==> src/rtl/scc_sram_arbiter.sv <==
// scc_sram_arbiter: time-slot scheduler that shares the wave-table SRAM
// (5 waves x 32 bytes) between the mixer's per-channel wave fetch and CPU
// register-block accesses. The round is NUM_CH mixer slots plus one CPU slot.
// Every SRAM strobe and every returned data byte is registered.
//
// Build option: SCC_ARB_IDLE_GRANT_EN
//   defined   - a pending CPU access may also use any channel slot the mixer
//               leaves idle (mix_req=0).
//   undefined - the CPU is served only in slot NUM_CH, so slot timing is fully
//               deterministic.
module scc_sram_arbiter #(
  parameter int NUM_CH = 5
) (
  input  logic       i_clk,
  input  logic       i_reset,
  output logic [2:0] o_slot,
  input  logic       i_mix_req,
  input  logic [4:0] i_mix_a,
  output logic [7:0] o_mix_q,
  output logic       o_mix_q_en,
  input  logic       i_cpu_req,
  input  logic       i_cpu_we,
  input  logic [2:0] i_cpu_id,
  input  logic [4:0] i_cpu_a,
  input  logic [7:0] i_cpu_d,
  output logic       o_cpu_busy,
  output logic       o_cpu_ack,
  output logic [7:0] o_cpu_q,
  output logic [2:0] o_sram_id,
  output logic [4:0] o_sram_a,
  output logic [7:0] o_sram_d,
  output logic       o_sram_oe,
  output logic       o_sram_we,
  input  logic [7:0] i_sram_q
);

  localparam logic [2:0] CPU_SLOT  = 3'(NUM_CH);
  localparam logic [2:0] NUM_WAVES = 3'd5;

  logic [2:0] r_slot;
  logic       r_pend;
  logic       r_busy;
  logic       r_pend_we;
  logic [2:0] r_pend_id;
  logic [4:0] r_pend_a;
  logic [7:0] r_pend_d;

  logic       r_sram_oe;
  logic       r_sram_we;
  logic [2:0] r_sram_id;
  logic [4:0] r_sram_a;
  logic [7:0] r_sram_d;

  // Read pipeline tags: stage 1 is the strobe cycle, stage 2 the data cycle.
  logic       r_s1_mix, r_s1_cpu, r_s1_bad;
  logic       r_s2_mix, r_s2_cpu, r_s2_bad;

  logic       r_mix_q_en;
  logic [7:0] r_mix_q;
  logic       r_cpu_ack;
  logic [7:0] r_cpu_q;

  logic w_mix_gnt;
  logic w_cpu_slot_ok;
  logic w_cpu_gnt;
  logic w_cpu_bad;
  logic w_accept;

  assign w_mix_gnt = (r_slot < CPU_SLOT) && i_mix_req;
`ifdef SCC_ARB_IDLE_GRANT_EN
  assign w_cpu_slot_ok = (r_slot == CPU_SLOT) || !i_mix_req;
`else
  assign w_cpu_slot_ok = (r_slot == CPU_SLOT);
`endif
  // The mixer always owns its channel slot; the CPU only fills the remainder.
  assign w_cpu_gnt = r_pend && w_cpu_slot_ok && !w_mix_gnt;
  assign w_cpu_bad = (r_pend_id >= NUM_WAVES);
  assign w_accept  = i_cpu_req && !r_busy;

  // Free-running slot counter, 0..NUM_CH, never stalls.
  always_ff @(posedge i_clk) begin
    if (i_reset) r_slot <= 3'd0;
    else if (r_slot == CPU_SLOT) r_slot <= 3'd0;
    else r_slot <= r_slot + 3'd1;
  end

  // CPU request latch and busy flag; busy drops in the ack cycle so a new
  // request can be accepted right then.
  always_ff @(posedge i_clk) begin
    if (i_reset) begin
      r_pend    <= 1'b0;
      r_busy    <= 1'b0;
      r_pend_we <= 1'b0;
      r_pend_id <= 3'd0;
      r_pend_a  <= 5'd0;
      r_pend_d  <= 8'd0;
    end else if (w_accept) begin
      r_pend    <= 1'b1;
      r_busy    <= 1'b1;
      r_pend_we <= i_cpu_we;
      r_pend_id <= i_cpu_id;
      r_pend_a  <= i_cpu_a;
      r_pend_d  <= i_cpu_d;
    end else begin
      if (w_cpu_gnt) r_pend <= 1'b0;
      if ((w_cpu_gnt && r_pend_we) || r_s2_cpu) r_busy <= 1'b0;
    end
  end

  // SRAM strobes: at most one per cycle; address/data hold when idle.
  always_ff @(posedge i_clk) begin
    if (i_reset) begin
      r_sram_oe <= 1'b0;
      r_sram_we <= 1'b0;
      r_sram_id <= 3'd0;
      r_sram_a  <= 5'd0;
      r_sram_d  <= 8'd0;
    end else begin
      r_sram_oe <= 1'b0;
      r_sram_we <= 1'b0;
      if (w_mix_gnt) begin
        r_sram_oe <= 1'b1;
        r_sram_id <= r_slot;
        r_sram_a  <= i_mix_a;
      end else if (w_cpu_gnt && !w_cpu_bad) begin
        r_sram_id <= r_pend_id;
        r_sram_a  <= r_pend_a;
        if (r_pend_we) begin
          r_sram_we <= 1'b1;
          r_sram_d  <= r_pend_d;
        end else begin
          r_sram_oe <= 1'b1;
        end
      end
    end
  end

  // Read return pipeline and completion pulses; invalid-wave reads return FF.
  always_ff @(posedge i_clk) begin
    if (i_reset) begin
      r_s1_mix   <= 1'b0;
      r_s1_cpu   <= 1'b0;
      r_s1_bad   <= 1'b0;
      r_s2_mix   <= 1'b0;
      r_s2_cpu   <= 1'b0;
      r_s2_bad   <= 1'b0;
      r_mix_q_en <= 1'b0;
      r_mix_q    <= 8'd0;
      r_cpu_ack  <= 1'b0;
      r_cpu_q    <= 8'd0;
    end else begin
      r_s1_mix   <= w_mix_gnt;
      r_s1_cpu   <= w_cpu_gnt && !r_pend_we;
      r_s1_bad   <= w_cpu_bad;
      r_s2_mix   <= r_s1_mix;
      r_s2_cpu   <= r_s1_cpu;
      r_s2_bad   <= r_s1_bad;
      r_mix_q_en <= r_s2_mix;
      if (r_s2_mix) r_mix_q <= i_sram_q;
      r_cpu_ack  <= (w_cpu_gnt && r_pend_we) || r_s2_cpu;
      if (r_s2_cpu) r_cpu_q <= r_s2_bad ? 8'hFF : i_sram_q;
    end
  end

  assign o_slot     = r_slot;
  assign o_mix_q    = r_mix_q;
  assign o_mix_q_en = r_mix_q_en;
  assign o_cpu_busy = r_busy;
  assign o_cpu_ack  = r_cpu_ack;
  assign o_cpu_q    = r_cpu_q;
  assign o_sram_id  = r_sram_id;
  assign o_sram_a   = r_sram_a;
  assign o_sram_d   = r_sram_d;
  assign o_sram_oe  = r_sram_oe;
  assign o_sram_we  = r_sram_we;

endmodule

==> config.mk <==
export PLATFORM = sky130hd
export DESIGN_NAME = scc_sram_arbiter
export DESIGN_NICKNAME = d
export VERILOG_FILES = /design/src/rtl/scc_sram_arbiter.sv
export SDC_FILE = /design/constraint.sdc
export NUM_CORES = 1
export LEC_CHECK = 0
export BUFFER_PORTS_ARGS = -buffer_cell sky130_fd_sc_hd__buf_2
export CAP_MARGIN = 20
export CORE_AREA = 2 2 83 61
export CTS_BUF_LIST = sky130_fd_sc_hd__clkbuf_2
export DETAILED_ROUTE_END_ITERATION = 8
export DIE_AREA = 0 0 85 63
export HOLD_SLACK_MARGIN = 0.03
export PLACE_DENSITY = 0.89
export REMOVE_ABC_BUFFERS = 1
export SLEW_MARGIN = 10
export SYNTH_ARGS = -nofsm -noshare
export SYNTH_HDL_FRONTEND = slang
export SYNTH_SLANG_ARGS = --single-unit
==> constraint.sdc <==
create_clock -name i_clk -period 3 [get_ports i_clk]
set_clock_uncertainty 0.15 [all_clocks]
set_input_delay 0.6 -clock i_clk [delete_from_list [all_inputs] [get_ports i_clk]]
set_output_delay 0.6 -clock i_clk [all_outputs]
set_load 0.01 [all_outputs]
-- Word level (Yosys, flattened, before mapping)
Index checks and enable logic that the tools add are counted.
- add/sub/neg operators: 1
- $lt $le $gt $ge: 2
- equality and inequality tests: 1
- muxes and demuxes: 13
- bitwise logic cells: 2
- reduce and logical (&&, ||, !) cells: 18
- operators by type and width (kind ; count):
    two-way mux 5 bit ; 2
    two-way mux 1 bit ; 8
    two-way mux 8 bit ; 1
    logical AND 1 bit ; 7
    two-way mux 3 bit ; 2
    nonzero test 2 bit ; 3
    logical NOT 1 bit ; 4
    adder 3 x 1 -> 3 bit (second input constant) ; 1
    == test 3 bit (second input constant) ; 1
    >= comparator 3 bit (second input constant) ; 1
    less-than comparator 3 bit (second input constant) ; 1
    AND reduction 3 bit ; 1
    OR reduction 3 bit ; 1
    NOT 1 bit ; 2
    OR reduction 2 bit ; 1
    logical OR 1 bit ; 1
- register bits after elaboration: 64
- input bits: 34
- output and inout bits: 40
- word-level logic and storage cells: 59

-- Longest topological paths before layout
- word-level depth: 8
- depth in mapped cells: 6
- depth with buffers taken out: 5

-- Least setup slack after synthesis
No wires, ideal clock.
- path kind: register -> register
- start point: reg r_slot[0], in the netlist o_slot[0]
- end point: reg r_sram_d[0], in the netlist o_sram_d[0]
- setup time: 72 ps
- data arrival time: 1523 ps
- data required time: 2778 ps
- setup slack: 1256 ps
- stages on the path, launching flop included: 6
- path buffers: 1
- clock period less this slack: 1744 ps
- cells stage by stage: dfxtp_1 > ha_1 > nand3_4 > nor4_4 > buf_6 > mux2i_1
- word-level cells in the longest chain between the ends: 6
- elaborated cells between the ends (all ways): 9
- those cells by class: 1 x order compare; 1 x eq/ne; 1 x bitwise; 6 x reduce/logical
- RTL lines (what ; line ; source):
    from (decl) ; 40 ; logic [2:0] r_slot;
    from (signal assigned) ; 84 ; else r_slot <= r_slot + 3'd1;
    less-than comparator 3 bit ; 69 ; assign w_mix_gnt = (r_slot < CPU_SLOT) && i_mix_req;
    logical AND 1 bit ; 69 ;
    logical NOT 1 bit ; 76 ; assign w_cpu_gnt = r_pend && w_cpu_slot_ok && !w_mix_gnt;
    logical AND 1 bit ; 76 ;
    logical AND 1 bit ; 125 ; end else if (w_cpu_gnt && !w_cpu_bad) begin
    AND reduction 3 bit (no source line) (*) ; -- ;
    to (signal assigned) ; 130 ; r_sram_d <= r_pend_d;
    to (decl) ; 52 ; logic [7:0] r_sram_d;
Every way passes the cells marked *; elsewhere a longest branch is shown, timed or not.
A chain may end at the register's enable or synchronous reset.

-- Worst setup path after layout
- start point: reg r_slot[0], in the netlist o_slot[0]
- end point: reg r_sram_d[1], in the netlist o_sram_d[1]
The elaborated chain is that of the path after synthesis.

==> flow_summary.yaml <==
job:
  cap_violations: 0
critical_path:
  end_kind: "flip-flop"
  arrival_ns: 2.52
  cp.required_ns: 3.26
  crit_path_max_fanout: 9
  worstSetupPathType: "reg -> reg"
  startpoint_type: "flip-flop"
drt:
  drcViolationCount: 0
  ant_nets: 0
  drt-vias-per-instance: 5.35
  drt-total-wl_mm: 5.42
  dr.pass1.iters: 4
  drt_iter0_drc: 109
  num_vias: 2123
  wl_per_cell_um: 13.6
placement:
  place_ws_ns: 0.750
  dp_cells: 381
  dp_hpwl_mm: 3.78
  gp_congestion: 0.835
  numPortBuffers: 73
sta:
  tns_ns: 0
  grt_setup_unrepaired: "false"
  slew_headroom_pct: 48.3
  setup_viol: 0
  layout_setup_ws_ns: 0.738
  holdWs_ns: 0.186
  period_needed_ns: 2.26
  final_hold_viol_count: 0
  max_freq_mhz: 442
  worst_slew_pin_slew_ns: 0.770
  fin_crit_sh_pct: 75.4
  slew_violations: 0
die:
  die_h_um: 63
  core_um2: 4600
  die_w_um: 85
  start_util_pct: 55.4
  io_pins: 74
  num_rows: 21
  dieArea_um2: 5360
cells_and_area:
  layout_commonest_cell: "buf_2"
  drive_gt1_share_pct: 29.7
  fillCellCount: 392
  area_delta_synth_final_pct: 19.2
  fin_cells: 397
  antennaDiodeCount: 0
  nNetsFinal: 371
  utilization_pct: 66.0
  final_cell_mix: "buf_2, dfxtp_1, nand2_1"
global_routing:
  grt.overflow.total: 0
  grt_max_degree: 47
  grt_pass1_vias: 1874
  grtUsageMet2_pct: 30.7
  grt_pass1_wl_mm: 8.64
  met3_usage_pct: 8.19
  antenna_found_initial: 0
  use_met1_pct: 27.3
  busiest_layer: "met2"
  grt_usage_pct: 20.6
synthesis:
  synth-simple-area-share_pct: 22.2
  synth_top_family_by_area: "simple AND/OR/NAND/NOR gates"
  yosys_warnings: 0
  synthDistinctLibCells: 36
  synth_top_area_share_pct: 50.3
  yosysSeqAreaShare_pct: 50.3
  netlist_area_um2: 2550
  synthTopCellsByArea: "dfxtp_1, mux2i_1, nand2_1"
  synth_cells: 270
  synth_xor_xnor_area_share_pct: 0
  synth_fa_ha_area_share_pct: 0.983
  yosys.area.top_type: "dfxtp_1"
  synth_area_per_cell_um2: 9.43
  synth_seq_cells: 64
  synth-compound-area-share_pct: 14.8
  synthMuxAreaShare_pct: 6.68
power:
  powerDensity_nw_per_um2: 554
  ir_worst_vdd_uv: 344
  p_leak_nw: 1.24
cts:
  cts_tree: "done"
  htreeDepth: 3
  clock_latency_ns: 0.47
  clkTransAtPathRegs_ns: 0.19
  root_buffer: "clkbuf_2"
  cts_buffers: 9
  cts-resized-gates: 0
  cts_hold_buf: 0
  post_cts_buffers: 0
  numClockSinks: 64
  clock_tree.buffer_depth: 2
outcome:
  status: "finished, final reports clean"
min_path:
  hp-class: "in -> reg"
==> cell usage after synthesis <==
cell type	number
a211oi_1	10
a211oi_2	2
a21oi_1	21
a311oi_2	5
a31oi_1	2
and2b_1	1
and3_1	1
and4b_1	1
buf_1	1
buf_2	12
buf_4	2
buf_6	2
clkbuf_1	4
dfxtp_1	64
ha_1	2
inv_1	3
mux2i_1	17
nand2_1	34
nand2b_1	17
nand2b_4	1
nand3_1	5
nand3_4	1
nand3b_1	1
nand4_1	2
nor2_1	29
nor2b_1	6
nor3_1	7
nor3b_2	1
nor4_1	1
nor4_4	1
o21a_1	2
o21ai_0	6
o21ai_1	1
o221ai_1	1
o2bb2ai_1	3
or3b_1	1
==> critical path: stages, from the launching register on <==
cell     delay (ns)
dfxtp_1        0.52
ha_1           0.35
nand3_4        0.16
nor4_4         0.73
mux2i_1        0.29
==> layout make-up <==
cell class              count  area, µm²  share of cell area (%)
well taps                  57       71.3                    2.35
repair buffers             75        393                    12.9
multi-input cells         182       1140                    37.5
flip-flops and latches     64       1280                    42.2
clock inverters             7       96.3                    3.17
inverters                   3       11.3                   0.371
clock buffers               9       45.0                    1.48
==> metal layers <==
layer	part of all wire [%]	up-vias
li1	-	1064
met1	46	955
met2	44	97
met3	9.1	7
met4	1.1	0
met5	0	-
==> logic make-up after synthesis <==
group	count (synthesis)
AND/OR/NAND/NOR	110
flip-flops	64
AO/OA/AOI/OAI	53
buffers and inverters	24
multiplexers	17
adder cells (fa/ha/maj)	2
==> through the flow <==
stage / area, µm² / total power [W]
6_report: 3040 / 0.00168
5_1_grt: 3040 / 0.00176
4_1_cts: 3040 / 0.00169
3_5_place_dp: 2890 / 0.00111
3_3_place_gp: 2890 / 0.00110
2_1_floorplan: 2430 / 0.00102
==> flip-flops by register name, indices dropped and copies added, names as in the netlist, 3 cells and up <==
signal,count
o_mix_q,8
o_cpu_q,8
o_sram_id,3
r_pend_d,8
o_sram_a,5
o_sram_d,8
o_slot,3
r_pend_id,3
r_pend_a,5
==> where the power goes <==
group	internal [W]	switching (W)
registers	0.000887	0.0000315
logic	0.0000748	0.0000961
clock network	0.000275	0.000315
==> worst paths after layout <==
kind                             start                       end  slack (ns)  cells past startpoint
setup / recovery  o_slot[0]$_SDFF_PP0_  o_sram_d[1]$_SDFFE_PP0P_        0.74                      4
hold / removal              i_cpu_d[4]  r_pend_d[4]$_SDFFE_PP0P_        0.19                      3
setup reg to reg  o_slot[0]$_SDFF_PP0_  o_sram_d[1]$_SDFFE_PP0P_        0.74                      4
hold reg to reg    r_s1_bad$_SDFF_PP0_       r_s2_bad$_SDFF_PP0_        0.31                      1
(Power assumes the default switching activity.)
